[src/rtl/frame_pkg.sv]
// Shared definitions for the frame rate balancer and its trigger-block peer:
// FSM state encoding, default geometry and the word-counter width helper.
package frame_pkg;

  localparam int FRAME_SIZE_DEF = 1280;
  localparam int DATA_W_DEF     = 24;
  localparam int STATE_W        = 3;

  typedef enum logic [STATE_W-1:0] {
    ST_IDLE   = 3'd0,
    ST_SELECT = 3'd1,
    ST_PASS   = 3'd2,
    ST_DROP   = 3'd3,
    ST_HOLD   = 3'd4
  } state_e;

  function automatic int wcnt_w(input int n);
    return (n > 1) ? $clog2(n) : 1;
  endfunction

endpackage

[src/rtl/frame_out_stage.sv]
// One-deep valid/ready output register carrying a word plus its sof/eof tags.
module frame_out_stage #(
  parameter int DATA_W = 24
) (
  input  logic              clk,
  input  logic              reset,
  input  logic              load_i,
  input  logic [DATA_W-1:0] data_i,
  input  logic              sof_i,
  input  logic              eof_i,
  input  logic              ready_i,
  output logic              can_accept_o,
  output logic              valid_o,
  output logic [DATA_W-1:0] data_o,
  output logic              sof_o,
  output logic              eof_o
);

  logic              valid_q, valid_d;
  logic [DATA_W-1:0] data_q,  data_d;
  logic              sof_q,   sof_d;
  logic              eof_q,   eof_d;

  // A new word may enter when the slot is free or being drained this cycle.
  assign can_accept_o = !valid_q || ready_i;

  always_comb begin
    valid_d = valid_q;
    data_d  = data_q;
    sof_d   = sof_q;
    eof_d   = eof_q;
    if (load_i) begin
      valid_d = 1'b1;
      data_d  = data_i;
      sof_d   = sof_i;
      eof_d   = eof_i;
    end else if (ready_i) begin
      valid_d = 1'b0;
    end
  end

  always_ff @(posedge clk or negedge reset) begin
    if (!reset) begin
      valid_q <= 1'b0;
      data_q  <= '0;
      sof_q   <= 1'b0;
      eof_q   <= 1'b0;
    end else begin
      valid_q <= valid_d;
      data_q  <= data_d;
      sof_q   <= sof_d;
      eof_q   <= eof_d;
    end
  end

  assign valid_o = valid_q;
  assign data_o  = data_q;
  assign sof_o   = sof_q;
  assign eof_o   = eof_q;

endmodule

[src/rtl/frame_rate_balancer.sv]
// Pops whole frames from the FWFT frame FIFO and passes, drops or holds them
// at each frame boundary according to the trigger block's level flags.
module frame_rate_balancer
  import frame_pkg::*;
#(
  parameter int DATA_W     = DATA_W_DEF,
  parameter int FRAME_SIZE = FRAME_SIZE_DEF,
  parameter int CNT_W      = 16
) (
  input  logic              clk,
  input  logic              reset,
  input  logic              enable_i,
  input  logic [DATA_W-1:0] fifo_dout_i,
  input  logic              fifo_empty_i,
  output logic              fifo_rd_en_o,
  input  logic              trigger_FIFO_full_i,
  input  logic              trigger_FIFO_empty_i,
  output logic [DATA_W-1:0] m_data_o,
  output logic              m_valid_o,
  input  logic              m_ready_i,
  output logic              m_sof_o,
  output logic              m_eof_o,
  output logic [CNT_W-1:0]  frames_dropped_o,
  output logic [CNT_W-1:0]  holds_o,
  output logic [2:0]        state_o
);

  localparam int                WCNT_W   = wcnt_w(FRAME_SIZE);
  localparam logic [WCNT_W-1:0] LAST_IDX = WCNT_W'(FRAME_SIZE - 1);

  state_e             state_q, state_d;
  logic [WCNT_W-1:0]  word_cnt_q, word_cnt_d;
  logic [CNT_W-1:0]   drops_q, drops_d;
  logic [CNT_W-1:0]   holds_q, holds_d;
  logic               can_accept;
  logic               pop;
  logic               load;
  logic               last_word;

  assign last_word = (word_cnt_q == LAST_IDX);

  always_ff @(posedge clk or negedge reset) begin
    if (!reset) state_q <= ST_IDLE;
    else        state_q <= state_d;
  end

  always_comb begin
    state_d = state_q;
    case (state_q)
      ST_IDLE:   if (enable_i) state_d = ST_SELECT;
      ST_SELECT: begin
        if      (!enable_i)            state_d = ST_IDLE;
        else if (trigger_FIFO_full_i)  state_d = ST_DROP;
        else if (trigger_FIFO_empty_i) state_d = ST_HOLD;
        else                           state_d = ST_PASS;
      end
      ST_PASS, ST_DROP: if (pop && last_word) state_d = ST_SELECT;
      // A rising full flag also leaves HOLD so SELECT can turn it into a drop.
      ST_HOLD:   if (!trigger_FIFO_empty_i || trigger_FIFO_full_i) state_d = ST_SELECT;
      default:   state_d = ST_IDLE;
    endcase
  end

  always_comb begin
    pop  = 1'b0;
    load = 1'b0;
    case (state_q)
      ST_PASS: begin
        pop  = !fifo_empty_i && can_accept;
        load = pop;
      end
      ST_DROP: pop = !fifo_empty_i;
      default: ;
    endcase
  end

  always_comb begin
    word_cnt_d = word_cnt_q;
    drops_d    = drops_q;
    holds_d    = holds_q;
    if (pop) word_cnt_d = last_word ? '0 : word_cnt_q + 1'b1;
    if (state_q == ST_SELECT && enable_i) begin
      if (trigger_FIFO_full_i) begin
        if (drops_q != '1) drops_d = drops_q + 1'b1;
      end else if (trigger_FIFO_empty_i) begin
        if (holds_q != '1) holds_d = holds_q + 1'b1;
      end
    end
  end

  always_ff @(posedge clk or negedge reset) begin
    if (!reset) begin
      word_cnt_q <= '0;
      drops_q    <= '0;
      holds_q    <= '0;
    end else begin
      word_cnt_q <= word_cnt_d;
      drops_q    <= drops_d;
      holds_q    <= holds_d;
    end
  end

  frame_out_stage #(.DATA_W(DATA_W)) u_out (
    .clk          (clk),
    .reset        (reset),
    .load_i       (load),
    .data_i       (fifo_dout_i),
    .sof_i        (word_cnt_q == '0),
    .eof_i        (last_word),
    .ready_i      (m_ready_i),
    .can_accept_o (can_accept),
    .valid_o      (m_valid_o),
    .data_o       (m_data_o),
    .sof_o        (m_sof_o),
    .eof_o        (m_eof_o)
  );

  assign fifo_rd_en_o     = pop;
  assign frames_dropped_o = drops_q;
  assign holds_o          = holds_q;
  assign state_o          = state_q;

endmodule

[config.mk]
export PLATFORM = sky130hd
export DESIGN_NAME = frame_rate_balancer
export DESIGN_NICKNAME = d
export VERILOG_FILES = /design/src/rtl/frame_pkg.sv /design/src/rtl/frame_out_stage.sv /design/src/rtl/frame_rate_balancer.sv
export SDC_FILE = /design/constraint.sdc
export NUM_CORES = 1
export LEC_CHECK = 0
export BUFFER_PORTS_ARGS = -buffer_cell sky130_fd_sc_hd__buf_2
export CORE_MARGIN = 3
export CORE_UTILIZATION = 34
export DETAILED_ROUTE_END_ITERATION = 10
export PLACE_DENSITY = 0.67
export SLEW_MARGIN = 15
export SYNTH_ARGS = -nofsm -noshare
export SYNTH_HDL_FRONTEND = slang
export SYNTH_SLANG_ARGS = --single-unit
[constraint.sdc]
create_clock -name clk -period 2.2 [get_ports clk]
set_clock_uncertainty 0.05 [all_clocks]
set_input_delay 0.22 -clock clk [delete_from_list [all_inputs] [get_ports clk]]
set_output_delay 0.22 -clock clk [all_outputs]
set_load 0.01 [all_outputs]
==> metrics.md, run 1 <==
| Metric | Value |
|---|---|
| Status | `finished, violations left` |
| Failing checks | `hold timing` |
| Pwr dens | `1010 nW/um2` |
| Crit path cell chain | `or3b_2 > and2_2 > buf_4 > buf_2` |
| Slowest stage delay, CP | `0.51 ns` |
| H-tree lvl count | `3` |
| First-pass GRT wire length | `12300 um` |
| Clock Tree Root | `clkbuf_8` |
| Clk Latency, worst-skew pair | `0.34 ns` |
| Hold Crit Class | `in2async` |
| Fin crit period | `2.12 ns` |
| Vias per cell | `4.98` |
| Post CTS Setup Buffer Count | `0` |
| Net Count, Synth | `324` |
| CP max-delay cell | `or3b_2` |
| Worst R2R Path Depth | `5` |
| Fmax | `0.472 GHz` |
| Share of flip-flops with an asynchronous set or reset | `1.00` |
| Congestion Overflow GR | `0` |
| # setup viols final | `0` |
| Fill count | `919` |
| Kind of start point of the critical path | `flip-flop` |
| Cell Area, Synth | `3410 um2` |
| Final hold viol count | `68` |
| Post-synth EDFFs | `0` |
| Syn Inst Count | `289` |
| Max rail drop VDD | `0.397 mV` |
| Initial Utilization | `0.359` |
| Cts bufs inserted | `9` |
| Num Clock Sinks | `73` |
| CP arrival | `1.85 ns` |
| Period utilization | `0.963` |
| CP Buf/Inv Count | `2` |
| Pre-antenna DRT Iters | `4` |
| RSZ-0062 raised after global routing | `no` |
| Net count, final | `426` |
| Worst-case clock buffer depth | `2` |
| WL final | `7200 um` |
| Most frequent cells in the layout | `92 x buf_2, 73 x dfrtp_1, 31 x mux2_2` |
| Max-cap violations | `0` |
| Antenna violations before repair | `0` |
| Leakage Power | `2.06 nW` |
| Final HPWL DP | `5210 um` |
| CP required | `1.93 ns` |
| # diodes | `0` |
| Initial drt markers | `109` |
| Worst slew margin | `0.392` |
| # hold bufs at CTS | `0` |
| Sequential fraction of the synthesis area | `0.535` |
| Die span in y | `106 um` |
| Delay-heaviest family, CP | `simple AND/OR/NAND/NOR gates` |
| GRT Overall Usage | `0.135` |
| Netlist cell types | `47` |
| Max-slew violations | `0` |
| Sequential cell area | `1830 um2` |
| CP Class | `reg2out` |
| Port Buffers | `93` |
| Vias in the first global route | `2647` |
| Ports | `94` |
| Area taken by multi-input logic gates | `1520 um2` |
| Area Overhead vs Synth | `24.2%` |
| Syn. warnings | `0` |
| CP max FO | `9` |
| WL/cell | `13.7 um` |
| Die footprint | `11300 um2` |
| Hold Slack | `-0.0309 ns` |
| Top FF cell, synth | `dfrtp_1` |
| Worst R2R Setup Slack | `0.31 ns` |
| Gpl congestion | `0.773` |
| TNS Setup | `0 ns` |
| Fraction of layout cells with a size suffix above 1 | `0.395` |
| Worst r2r dst | `frames_dropped_o[1]` |
| Number of synthesized register bits | `73` |
| Resized Gates After CTS | `1` |
| Critical Path Sink Type | `output pin` |
| DRC | `0` |
| Vias | `2612` |
| Die width | `106 um` |
| Actual slew at the worst max-slew pin | `0.912 ns` |
| Avg Inst Size Synth | `11.8 um2` |
| Final ANT Viol Nets | `0` |
| Largest net degree at the start of global routing | `74` |
| Leading cell type in the layout, fill and taps excluded | `buf_2` |
| FF-to-FF Start | `frames_dropped_o[0]` |
| Core Box Area | `9500 um2` |
| Core Rows | `35` |
| Clock slew at the register clock pins of the worst setup and hold paths | `0.08 ns` |
| CTS tree | `built` |
how the worst max path moves through the flow:
stage,startpoint,cells after the start,slack (ns),to
after floorplan,frames_dropped_o[0],7,0.26,frames_dropped_o[1]
after global placement,state_o[0],4,0.34,word_cnt_q[8]
after detailed placement,state_o[1],4,0.25,word_cnt_q[0]
after CTS,state_o[0],4,0.03,fifo_rd_en_o
after global routing,state_o[0],4,0.005,fifo_rd_en_o
final,state_o[0],4,0.08,fifo_rd_en_o
worst register-to-register path: cells and delay by family (launching register included):
kind | cells | cell delay (ns)
simple gates | 3 | 0.72
fa+ha+maj | 1 | 0.24
flops | 1 | 0.42
mux | 1 | 0.35
registers in the layout (all words and copies together), names as in the netlist:
name / cells
state_o: 3
frames_dropped_o: 16
u_out.valid_o: 1
holds_o: 16
u_out.eof_o: 1
u_out.data_o: 24
word_cnt_q: 11
u_out.sof_o: 1
layout make-up:
| class | instances | area share |
|---|---|---|
| Clock inverter | 4 | 0.0130 |
| Inverter | 6 | 0.00531 |
| Tap cell | 129 | 0.0381 |
| Sequential cell | 73 | 0.431 |
| Multi-Input combinational cell | 202 | 0.358 |
| Timing Repair Buffer | 99 | 0.124 |
| Clock buffer | 11 | 0.0310 |
cell usage after synthesis, types with 3 or more instances:
cell type / n / area (um2)
dfrtp_1: 73 / 1830
mux2_2: 31 / 349
xor2_1: 19 / 166
nand2_1: 16 / 60.1
nand4_1: 16 / 100
nor2_1: 14 / 52.6
nor3_1: 11 / 55.1
xnor2_1: 11 / 96.3
nand3_1: 9 / 45.0
and3_1: 7 / 43.8
and4_1: 6 / 52.6
inv_1: 6 / 22.5
nor4_1: 6 / 37.5
a21oi_1: 5 / 25.0
o21ai_0: 5 / 25.0
ha_1: 4 / 50.1
nor3b_1: 4 / 30.0
a31oi_1: 3 / 18.8
buf_6: 3 / 33.8
clkbuf_1: 3 / 11.3
nor2b_1: 3 / 18.8
or2_2: 3 / 18.8
stage by stage:
stage / cell area [um2] / total power [mW] / setup slack, ns / utilization / std cells
after floorplan: 3410 / 2.79 / 0.261 / - / 289
after global placement: 4050 / 3.28 / 0.343 / 0.426 / 509
after detailed placement: 4050 / 3.32 / 0.252 / 0.426 / 509
after CTS: 4230 / 4.37 / 0.0321 / 0.445 / 524
after global routing: 4240 / 4.59 / 0.00485 / 0.446 / 524
final: 4240 / 4.29 / 0.0816 / 0.446 / 524
kinds of logic after synthesis:
| group | Yosys count | synth area share |
|---|---|---|
| adder cells (fa/ha/maj) | 4 | 0.0147 |
| flip-flops | 73 | 0.535 |
| XOR/XNOR | 30 | 0.0770 |
| multiplexers | 32 | 0.105 |
| AND/OR/NAND/NOR | 113 | 0.200 |
| buffers and inverters | 14 | 0.0227 |
| AO/OA/AOI/OAI | 23 | 0.0451 |
where the power goes:
group | switching [mW] | internal (mW)
Clock | 0.499 | 0.523
Combinational | 0.610 | 0.678
Sequential | 0.281 | 1.70
Total | 1.39 | 2.90
per-layer routing:
layer  vias to the layer above  track usage  wire length, um  part of all wire
met5                         -            0                0                 0
met4                         0       0.0333               44            0.0061
met3                         6       0.0401              393             0.055
met2                        66        0.220             3460              0.48
met1                      1279        0.175             3310              0.46
li1                       1261            -                -                 -
No activity file was read; power rests on OpenSTA's default activity.
==> run 2, diff against run 1 <==
--- a/config.mk
+++ b/config.mk
@@ -5,11 +5,12 @@
 export SDC_FILE = /design/constraint.sdc
 export NUM_CORES = 1
 export LEC_CHECK = 0
+export ABC_AREA = 1
 export BUFFER_PORTS_ARGS = -buffer_cell sky130_fd_sc_hd__buf_2
 export CORE_MARGIN = 3
 export CORE_UTILIZATION = 34
 export DETAILED_ROUTE_END_ITERATION = 10
-export PLACE_DENSITY = 0.67
+export PLACE_DENSITY = 0.66
 export SLEW_MARGIN = 15
 export SYNTH_ARGS = -nofsm -noshare
 export SYNTH_HDL_FRONTEND = slang
==> metrics.md, run 2 <==
| Metric | Value |
|---|---|
| Area Overhead vs Synth | `23.7%` |
| CP Buf/Inv Count | `3` |
| Hold Crit Class | `in2reg` |
| CP arrival | `1.72 ns` |
| Port Buffers | `93` |
| CP Class | `reg2out` |
| Max rail drop VDD | `0.449 mV` |
| Number of synthesized register bits | `73` |
| Max-slew violations | `0` |
| Congestion Overflow GR | `0` |
| Antenna violations before repair | `0` |
| CTS tree | `built` |
| DRC | `0` |
| GRT Overall Usage | `0.144` |
| Final WS setup | `0.214 ns` |
| Slowest stage delay, CP | `0.39 ns` |
| Synth area leader | `dfrtp_1` |
| H-tree lvl count | `3` |
| Top FF cell, synth | `dfrtp_1` |
| Die footprint | `12600 um2` |
| Most frequent cells in the layout | `182 x nand2_1, 92 x buf_2, 73 x dfrtp_1` |
| Net count, final | `636` |
| Cell Area, Synth | `3840 um2` |
| Post-synth EDFFs | `0` |
| Most frequent cell after synthesis | `nand2_1` |
| TNS Setup | `0 ns` |
| Sequential fraction of the synthesis area | `0.476` |
| # diodes | `0` |
| Largest net degree at the start of global routing | `54` |
| Leading cell type in the layout, fill and taps excluded | `nand2_1` |
| Final ANT Viol Nets | `0` |
| CP required | `1.93 ns` |
| Crit path from | `state_o[2]` |
| Fmax | `0.503 GHz` |
| Post CTS Setup Buffer Count | `0` |
| Vias in the first global route | `3184` |
| Core Rows | `38` |
| Final hold viol count | `0` |
| # setup viols final | `0` |
| Fin crit period | `1.99 ns` |
| Kind of start point of the critical path | `flip-flop` |
| Final HPWL DP | `6510 um` |
| Pwr dens | `992 nW/um2` |
| Status | `complete, no violations` |
| Initial drt markers | `169` |
| Gpl congestion | `0.868` |
| Die span in y | `112 um` |
| Share of flip-flops with an asynchronous set or reset | `1.00` |
| Initial Utilization | `0.351` |
| CP max-delay cell | `dfrtp_1` |
| Syn Inst Count | `501` |
| Worst-case clock buffer depth | `2` |
| Syn. warnings | `0` |
| Vias per cell | `4.56` |
| Period utilization | `0.903` |
| Largest register FFs | `24` |
| Cts bufs inserted | `9` |
| WL/cell | `11.5 um` |
| Largest cells by area after synthesis | `dfrtp_1 48%, nand2_1 18%, inv_1 5.3%, o21ai_0 5.2%, xnor2_1 4.6%` |
| Clk Latency, worst-skew pair | `0.33 ns` |
| Leakage Power | `2.47 nW` |
| Avg Inst Size Synth | `7.66 um2` |
| Worst slew margin | `0.673` |
| CP max FO | `7` |
| Crit path cell chain | `inv_1 > nand3_1 > nor2_1 > buf_4 > buf_2` |
| FF-to-FF Start | `holds_o[0]` |
| Netlist cell types | `26` |
| Dpl ws | `0.402 ns` |
| First-pass GRT wire length | `15000 um` |
| Clock Tree Root | `clkbuf_16` |
| Delay-heaviest family, CP | `buffers and inverters` |
| Num Clock Sinks | `73` |
| Sequential cell area | `1830 um2` |
| Top-area cell type share of the netlist area | `0.476` |
| Fill count | `1074` |
| Actual slew at the worst max-slew pin | `0.490 ns` |
| Die width | `112 um` |
| Critical Path Sink Type | `output pin` |
| Hold_sp | `fifo_dout_i[15]` |
| Net Count, Synth | `536` |
| Max-cap violations | `0` |
| Area taken by multi-input logic gates | `1720 um2` |
| Clock slew at the register clock pins of the worst setup and hold paths | `0.06 ns` |
| Fraction of layout cells with a size suffix above 1 | `0.229` |
| Core Box Area | `10900 um2` |
| WL final | `8560 um` |
| Commonest cells post-synth | `182 x nand2_1, 73 x dfrtp_1, 54 x inv_1` |
| RSZ-0062 raised after global routing | `no` |
| Pre-antenna DRT Iters | `4` |
| Ports | `94` |
| Vias | `3403` |
run 2: cell types whose count changed in the layout (fill, tap and decap cells not counted), sizes merged, moves of 9 or more:
cell	previous run	this run
xnor2	11	20
nand2	16	193
nor2	14	52
inv	6	58
nand4	16	7
mux2	31	0
nand3	9	29
xor2	19	5
o21ai	5	41
run 2: final timing paths:
kind                               endpoint  slack [ns]  depth (start not counted)
setup / recovery               fifo_rd_en_o        0.21                          5
hold / removal             u_out.data_o[15]        0.09                          3
setup reg to reg                 holds_o[9]        0.40                         10
hold reg to reg             u_out.data_o[3]        0.43                          2
max in group asynchronous   u_out.data_o[9]        1.11                          3
min in group asynchronous   u_out.data_o[1]        0.35                          2
run 2: logic make-up (layout without fill, tap and decap cells):
group / Yosys count / in the layout / synth area share
fa+ha+maj: 4 / 4 / 0.0130
simple gates: 286 / 286 / 0.316
flops: 73 / 73 / 0.476
buf+inv: 68 / 173 / 0.0753
xor+xnor: 25 / 25 / 0.0570
compound gates: 45 / 45 / 0.0629
run 2: cell type report:
type / count / share of cell area
Inverter: 58 / 0.0464
Clock buffer: 11 / 0.0490
Tap cell: 140 / 0.0369
Timing Repair Buffer: 99 / 0.109
Multi-Input combinational cell: 360 / 0.363
Sequential cell: 73 / 0.385
Clock inverter: 5 / 0.0119
run 2: worst min-delay path, cell delays in order:
cell and delay [ns]:
buf_2 0.09, inv_1 0.03, o21ai_0 0.07
run 2: through the flow:
step	power (mW)	instances	cell area [um2]	hold WS, ns	util
after floorplan	2.79	501	3840	-0.126	-
after global placement	3.30	729	4450	0.169	0.407
after detailed placement	3.34	729	4450	0.178	0.407
after CTS	4.79	746	4750	0.0701	0.434
after global routing	5.08	746	4750	0.0844	0.434
final	4.71	746	4750	0.0850	0.434
run 2: layer usage:
layer / global-route usage / up-vias / part of all wire
met5: 0 / - / 0
met4: 0.0465 / 0 / 0.014
met3: 0.0394 / 11 / 0.054
met2: 0.226 / 99 / 0.46
met1: 0.196 / 1529 / 0.47
li1: - / 1764 / -
run 2: power by group:
group,total [mW],internal (mW),switching (mW)
sequential,1.98,1.69,0.289
combinational,1.32,0.516,0.800
clock,1.41,0.876,0.539
run 2: timing repair:
action | CTS | global route
resized for setup | 0 | 0
hold buffers | 1 | 0
hold endpoints to repair | 36 | 0
==> run 3, diff against run 2 <==
--- a/config.mk
+++ b/config.mk
@@ -9,7 +9,9 @@
 export BUFFER_PORTS_ARGS = -buffer_cell sky130_fd_sc_hd__buf_2
 export CORE_MARGIN = 3
 export CORE_UTILIZATION = 34
+export CTS_CLUSTER_DIAMETER = 30
 export DETAILED_ROUTE_END_ITERATION = 10
+export HOLD_SLACK_MARGIN = 0.06
 export PLACE_DENSITY = 0.66
 export SLEW_MARGIN = 15
 export SYNTH_ARGS = -nofsm -noshare
==> constraint.sdc (replaced) <==
create_clock -name clk -period 2.6 [get_ports clk]
set_clock_uncertainty 0.05 [all_clocks]
set_input_delay 0.26 -clock clk [delete_from_list [all_inputs] [get_ports clk]]
set_output_delay 0.26 -clock clk [all_outputs]
set_load 0.01 [all_outputs]
==> metrics.md, run 3 (synthesized netlist as in run 2, its figures left out) <==
| Metric | Value |
|---|---|
| Clock Tree Root | `clkbuf_16` |
| CP arrival | `1.83 ns` |
| Fmax | `0.468 GHz` |
| Worst r2r dst | `word_cnt_q[8]` |
| End point of the critical path | `fifo_rd_en_o` |
| TNS Setup | `0 ns` |
| Ports | `94` |
| Clock slew at the register clock pins of the worst setup and hold paths | `0.06 ns` |
| Post CTS Setup Buffer Count | `0` |
| Antenna violations before repair | `0` |
| Pwr dens | `863 nW/um2` |
| WL final | `8760 um` |
| Largest net degree at the start of global routing | `74` |
| CP required | `2.29 ns` |
| # setup viols final | `0` |
| Pre-antenna DRT Iters | `4` |
| Die span in y | `112 um` |
| Leading cell type in the layout, fill and taps excluded | `nand2_1` |
| Area Overhead vs Synth | `23.3%` |
| # hold bufs at CTS | `0` |
| Crit path cell chain | `inv_1 > nand3_1 > nor2_1 > buf_2` |
| Congestion Overflow GR | `0` |
| Slowest stage delay, CP | `0.59 ns` |
| Die footprint | `12600 um2` |
| Initial drt markers | `140` |
| Worst R2R Setup Slack | `0.63 ns` |
| Die width | `112 um` |
| CP max FO | `13` |
| CP Class | `reg2out` |
| Final ANT Viol Nets | `0` |
| CP max-delay cell | `nor2_1` |
| Kind of start point of the critical path | `flip-flop` |
| Final hold viol count | `0` |
| Max-cap violations | `0` |
| # diodes | `0` |
| Most frequent cells in the layout | `182 x nand2_1, 92 x buf_2, 73 x dfrtp_1` |
| Actual slew at the worst max-slew pin | `0.912 ns` |
| Max-slew violations | `0` |
| Net count, final | `631` |
| Worst-case clock buffer depth | `2` |
| Clk Latency, worst-skew pair | `0.33 ns` |
| Hold Crit Class | `in2async` |
| Dpl ws | `0.660 ns` |
| Critical Path Sink Type | `output pin` |
| Period utilization | `0.821` |
| Final WS setup | `0.465 ns` |
| RSZ-0062 raised after global routing | `no` |
| Leakage Power | `2.45 nW` |
| Vias | `3488` |
| CTS tree | `built` |
| Gpl congestion | `0.845` |
| Port Buffers | `93` |
| Resized Gates After CTS | `0` |
| First-pass GRT wire length | `15100 um` |
| Vias per cell | `4.71` |
| Fraction of layout cells with a size suffix above 1 | `0.225` |
| H-tree lvl count | `3` |
| Core Rows | `38` |
| Worst slew margin | `0.392` |
| Initial Utilization | `0.351` |
| Num Clock Sinks | `73` |
| FF-to-FF Start | `state_o[2]` |
| Cts bufs inserted | `9` |
| Fin crit period | `2.14 ns` |
| Largest register FFs | `24` |
| DRC | `0` |
| Vias in the first global route | `3282` |
| Worst R2R Path Depth | `7` |
| Crit path from | `state_o[2]` |
| WL/cell | `11.8 um` |
| GRT Overall Usage | `0.146` |
| Max rail drop VDD | `0.382 mV` |
| Final HPWL DP | `6390 um` |
| Core Box Area | `10900 um2` |
| Status | `complete, no violations` |
run 3: changes by cell type in the layout (fill, tap and decap cells not counted):
cell           before  now
clkinvlp_4          1    2
dlygate4sd3_1       1    0
buf_4               6    2
clkinv_4            1    0
bufinv_16           1    2
clkinv_2            2    1
run 3: final cells by class:
class / instances / area [um2]
Inverter: 58 / 220
Multi-Input combinational cell: 360 / 1720
Timing Repair Buffer: 94 / 475
Fill cell: 1104 / 6200
Clock buffer: 11 / 233
Sequential cell: 73 / 1830
Clock inverter: 5 / 80.1
Tap cell: 140 / 175
run 3: stage by stage:
stage	hold WS [ns]	util	cells	cell area (um2)	power (mW)
detailed placement	0.421	0.404	725	4420	2.81
CTS	0.0625	0.433	741	4730	4.15
floorplan	-0.0856	-	501	3840	2.36
global route	0.114	0.433	741	4730	4.40
global placement	0.413	0.404	725	4420	2.77
finish	0.0132	0.433	741	4730	4.09
run 3: worst max-delay path, delay by kind of cell (launching register included):
kind | cells | cell delay [ns]
buffers and inverters | 2 | 0.41
flip-flops | 1 | 0.38
AND/OR/NAND/NOR | 2 | 0.70
run 3: how the worst min path moves through the flow:
stage / to / slack [ns] / cells past startpoint
2_1_floorplan: frames_dropped_o[0] / -0.09 / 0
3_3_place_gp: u_out.data_o[15] / 0.41 / 2
3_5_place_dp: state_o[0] / 0.42 / 1
4_1_cts: u_out.data_o[22] / 0.06 / 1
5_1_grt: word_cnt_q[0] / 0.11 / 1
6_report: u_out.data_o[22] / 0.01 / 1
run 3: layer usage:
metal | GRT usage | part of all wire | vias up
met5 | 0 | 0 | -
met4 | 0.0633 | 0.020 | 0
met3 | 0.0318 | 0.059 | 16
met2 | 0.233 | 0.47 | 95
met1 | 0.191 | 0.45 | 1630
li1 | - | - | 1747
run 3: power by group:
| group | internal (mW) | switching, mW | total, mW |
|---|---|---|---|
| clock | 0.839 | 0.469 | 1.31 |
| combinational | 0.426 | 0.679 | 1.10 |
| sequential | 1.43 | 0.241 | 1.67 |
